File: src/rtl/bcd_down_cnt_s.sv
// rtl/bcd_down_cnt_s.sv - synchronous multi-digit BCD down-counter with preset, wrap and terminal count
module bcd_down_cnt_s #(
    parameter int unsigned DIGITS = 2,
    parameter bit          WRAP   = 1'b0
) (
    input  logic                  CK,
    input  logic                  Clear,
    input  logic                  Load,
    input  logic                  En,
    input  logic [4*DIGITS-1:0]   D,
    output logic [4*DIGITS-1:0]   Q,
    output logic                  Zero,
    output logic                  Tc
);

    localparam logic [4*DIGITS-1:0] ALL_NINES = {DIGITS{4'h9}};

    logic [4*DIGITS-1:0] load_val;
    logic [4*DIGITS-1:0] dec_val;
    logic                borrow;

    // Borrow enters digit 0 and ripples upward through zero digits in one cycle.
    always_comb begin
        load_val = '0;
        dec_val  = '0;
        borrow   = 1'b1;
        for (int i = 0; i < int'(DIGITS); i++) begin
            load_val[4*i +: 4] = (D[4*i +: 4] > 4'd9) ? 4'd9 : D[4*i +: 4];
            if (borrow) begin
                if (Q[4*i +: 4] == 4'd0) begin
                    dec_val[4*i +: 4] = 4'd9;
                end else begin
                    dec_val[4*i +: 4] = Q[4*i +: 4] - 4'd1;
                    borrow            = 1'b0;
                end
            end else begin
                dec_val[4*i +: 4] = Q[4*i +: 4];
            end
        end
    end

    assign Zero = (Q == '0);

    always_ff @(posedge CK) begin
        if (Clear) begin
            Q  <= '0;
            Tc <= 1'b0;
        end else if (Load) begin
            Q  <= load_val;
            Tc <= 1'b0;
        end else if (En) begin
            if (Zero) begin
                Q  <= WRAP ? ALL_NINES : Q;
                Tc <= 1'b0;
            end else begin
                Q  <= dec_val;
                Tc <= (dec_val == '0);
            end
        end else begin
            Tc <= 1'b0;
        end
    end

endmodule

File: config.mk
export PLATFORM = sky130hd
export DESIGN_NAME = bcd_down_cnt_s
export DESIGN_NICKNAME = d
export VERILOG_FILES = /design/src/rtl/bcd_down_cnt_s.sv
export SDC_FILE = /design/constraint.sdc
export NUM_CORES = 1
export LEC_CHECK = 0
export CORE_AREA = 4 4 43 45
export DETAILED_ROUTE_END_ITERATION = 8
export DIE_AREA = 0 0 47 49
export MAX_ROUTING_LAYER = met4
export PLACE_DENSITY = 0.72
export SETUP_SLACK_MARGIN = 0.5
export SYNTH_ARGS = -nofsm -noshare
export SYNTH_HDL_FRONTEND = slang
export SYNTH_SLANG_ARGS = --single-unit
export TNS_END_PERCENT = 100
File: constraint.sdc
create_clock -name CK -period 1.45 [get_ports CK]
set_input_delay 0.145 -clock CK [delete_from_list [all_inputs] [get_ports CK]]
set_output_delay 0.145 -clock CK [all_outputs]
set_load 0.03 [all_outputs]
Word-level counts from Yosys, hierarchy flattened
Index checks and enable logic that the tools add are counted.
{"block": "classes", "n_eq_ne": 1, "n_lt_le_gt_ge": 2, "addsub": 2, "n_mux": 9, "reduce_logical": 7, "n_bitwise": 1}
{"cell": "8-bit 2-to-1 mux", "n": 3}
{"cell": "4-bit 2-to-1 mux", "n": 5}
{"cell": "8-bit zero test", "n": 2}
{"cell": "4-bit > comparator, second input constant", "n": 2}
{"cell": "4-bit zero test", "n": 2}
{"cell": "4-bit by 1-bit subtractor with 4-bit output, second input constant", "n": 2}
{"cell": "4-bit OR reduction", "n": 1}
{"cell": "2-bit inequality test, second input constant", "n": 1}
{"cell": "2-bit AND reduction", "n": 1}
{"cell": "2-bit nonzero test", "n": 1}
{"cell": "1-bit 2-to-1 mux", "n": 1}
{"cell": "1-bit inverter", "n": 1}
{"block": "totals", "input_bits": 12, "reg_bits": 9, "elab_cells": 24, "out_inout_bits": 10}

Logic depth before layout (Yosys ltp)
{"block": "depth", "ltp_word": 6, "ltp_mapped": 5, "depth_no_buf": 3}

Least setup slack after synthesis
No wires, ideal clock.
{"block": "synth_timing", "path_type": "register to output", "from": "reg Q[1]", "to": "out Zero", "required_ns": 1.305, "stages_incl_launch_ff": 3, "path_buffers": 0, "arrival_time_ns": 1.492, "slack_ns": -0.187, "cell_sequence": "dfxtp_1 or4_4 nor2_1"}
{"block": "synth_via", "elab_chain_cells": 1}
{"element": "start, declared", "line": "11", "rtl": "output logic [4*DIGITS-1:0] Q,"}
{"element": "start signal, assigned", "line": "49", "rtl": "Q <= load_val;"}
{"element": "start signal, assigned", "line": "53", "rtl": "Q <= WRAP ? ALL_NINES : Q;"}
{"element": "start signal, assigned", "line": "56", "rtl": "Q <= dec_val;"}
{"element": "8-bit zero test", "line": "42", "rtl": "assign Zero = (Q == '0);"}
{"element": "end, declared", "line": "12", "rtl": "output logic Zero,"}
No other way between the ends.

Worst setup path in the final report
{"block": "layout_timing", "from": "reg Q[4]", "to": "out Zero"}
The elaborated chain is that of the path after synthesis.

==> metrics.txt <==
outcome=complete, but fails checks; violated checks=negative setup slack; H-tree depth=1; initial antenna violation count=0; Yosys warning count=0; clk_skew=0.008204 ns; Cell Int Power=564.7 uW; worst setup path class=reg2out; worst path arrival time=roughly 1.4 ns; synthesized area=between 500 and 600 sq um; sequential element share of the synthesized area=between 30% and 40%; Rows=14; fin cells=126; core area=approximately 1500 sq um; Max-Cap Viols=0; clock latency on the worst-skew pair=0.27 ns; most frequent cells in the layout=buf_6 (17), clkdlybuf4s50_1 (9), buf_4 (9); Reg clk slew, reported paths=roughly 0.07 ns; asr flop ratio synth=0%; fmax=approximately 0.64 GHz; Logic pwr share=a little over two fifths; Hold Startpoint=En; DP Area=903.4 sq um; Vias=between 700 and 800; Yosys top cell by area=dfxtp_1; worst setup path start=Q[4]; cells along the critical path=or4_4 > nor2_4 > buf_6; Initial Util=39.20%; final worst slack=-0.1225 ns; flop-to-flop setup slack=-0.07 ns; RSZ-0062 raised after global routing=true; fin crit share=108.4%; die area=2303 sq um; initial DRC count=26; ys flop type=dfxtp_1; Synthesized Nets=roughly 80; # diodes=0; # clock sinks=9; final wirelength=~2200 microns; grt total ovfl=0; Layout Nets=approximately 120; Via density=6.063; first-pass GRT wire length=between 3000 and 4000 microns; worst vdd ir=516.1 uV; Final ANT Viol Nets=0; Req. time, crit path=between 1 and 1.5 ns; DP HPWL=approximately 1300 microns; Die W=~47 microns; Unique masters post-synth=34; Least-Margin Pin Slew=around 0.32 ns; average size of a mapped cell=between 8 and 9 sq um; Flop pwr share=around 34%; Area Growth Syn to Fin=94.58%; clock tree buffer depth=2; most common cell after layout, fill and taps aside=buf_6; # setup viols final=6; share of cells above drive strength 1=50.91%; total power=861.2 uW; Leakage=between 0.4 and 0.5 nW; fin crit period=between 1.5 and 2 ns; PwrDens=767.3 nW/um^2; delay of the slowest critical-path stage=between 0.5 and 0.6 ns; vias in the first global route=~700; slowest CP cell=or4_4; family with the most delay on the worst path=simple AND/OR/NAND/NOR gates; Post-synth EDFFs=0; Remaining DRCs=0; Pins Over Slew Limit=0; Slew headroom=78.32%; r2r startpoint=Q[0]; Net Switching=roughly 300 uW; CTS buffer count=3; fin util=76.28%; Yosys reg bits=9; placed cells=roughly 110; Root Buffer=clkbuf_4; Crit. End Element=primary output; largest net degree at the start of global routing=16; switching share of power=34.43%; aggregate global-route resource usage=about a fifth; Worst setup SP type=flop; CTS tree=done; WL per Instance=between 15 and 20 microns; Die Ht=between 40 and 50 microns; IO buf count=21; Buf/Inv on CP=1; num ports=22; Synth top area share=between 30% and 40%; gpl congestion=0.8377; main area contributors after synthesis=dfxtp_1 (31%), nand2b_1 (5.4%), nor4_2 (4.3%); Crit Path Max Fanout=2; Design Area, Final=approximately 1100 sq um; Post-Syn Instances=69; drt first pass iters=4; final hold violations=0; clock share of power=about a quarter; Worst Hold Class=in2reg
power groups by stage:
stage,Sequential (mW),Clock (mW),Combinational (mW)
after floorplan,0.327,0,0.116
after global placement,0.297,0,0.259
after detailed placement,0.297,0,0.262
after CTS,0.288,0.203,0.327
after global routing,0.292,0.220,0.395
final,0.289,0.201,0.371
layer usage:
| metal | global-route usage [%] | up-vias | part of all wire [%] |
|---|---|---|---|
| li1 | - | 353 | - |
| met1 | 29.14 | 363 | 43 |
| met2 | 25.34 | 36 | 46 |
| met3 | 4.428 | 12 | 7.3 |
| met4 | 11.52 | 0 | 3.8 |
| met5 | - | - | 0 |
cell type report:
class | instances | area, sq um
timing repair buffer | 40 | 401.6
clock buffer | 4 | 26.28
tap | 16 | 20.02
fill | 109 | 349.1
multi-input combinational | 53 | 449.2
inverter | 4 | 15.01
sequential | 9 | 210.2
cells by family after synthesis:
kind of cell           count (synthesis)  synth area share (%)
AOI/OAI and AO/OA                     20                 24.08
buffers and inverters                  7                 4.771
DFF                                    9                 31.24
muxes                                  1                 1.735
and+or+nand+nor                       32                 38.18
tightest hold or removal path: stages:
cell	delay (ns)
dlygate4sd2_1	0.28
nand2b_4	0.08
nor2_1	0.10
a211oi_1	0.07
cells in the mapped netlist (3+ instances only):
cell type,instances
inv_1,4
o21ai_0,4
nor3_1,3
a21oi_1,3
a31oi_1,3
nor2_1,6
dfxtp_1,9
nand2b_1,5
worst paths after layout:
kind	cells after the start	endpoint
max reg2reg	4	Q[4]
min reg2reg	2	Q[1]
max	3	Zero
min	4	Q[7]
stage by stage:
step | hold WS (ns) | setup WS [ns] | TNS, ns
floorplan | 0.3017 | 0.06650 | 0
global placement | 0.5809 | -0.07859 | -0.1869
detailed placement | 0.5782 | -0.1026 | -0.2912
CTS | 0.4479 | -0.1191 | -0.3144
global route | 0.5019 | -0.1575 | -0.6201
finish | 0.4551 | -0.1225 | -0.2713
flip-flops by register name, indices dropped and copies added (netlist names):
register	flops
Q	8
Tc	1
repair_timing:
item,4_1_cts,5_1_grt
hold buffers,0,0
pin swaps,6,3
gates resized for setup,78,12
buffers inserted,6,5
setup endpoints to repair,19,18
endpoints found under the hold margin,0,0
Note: power is estimated with default switching activity, not from simulation.
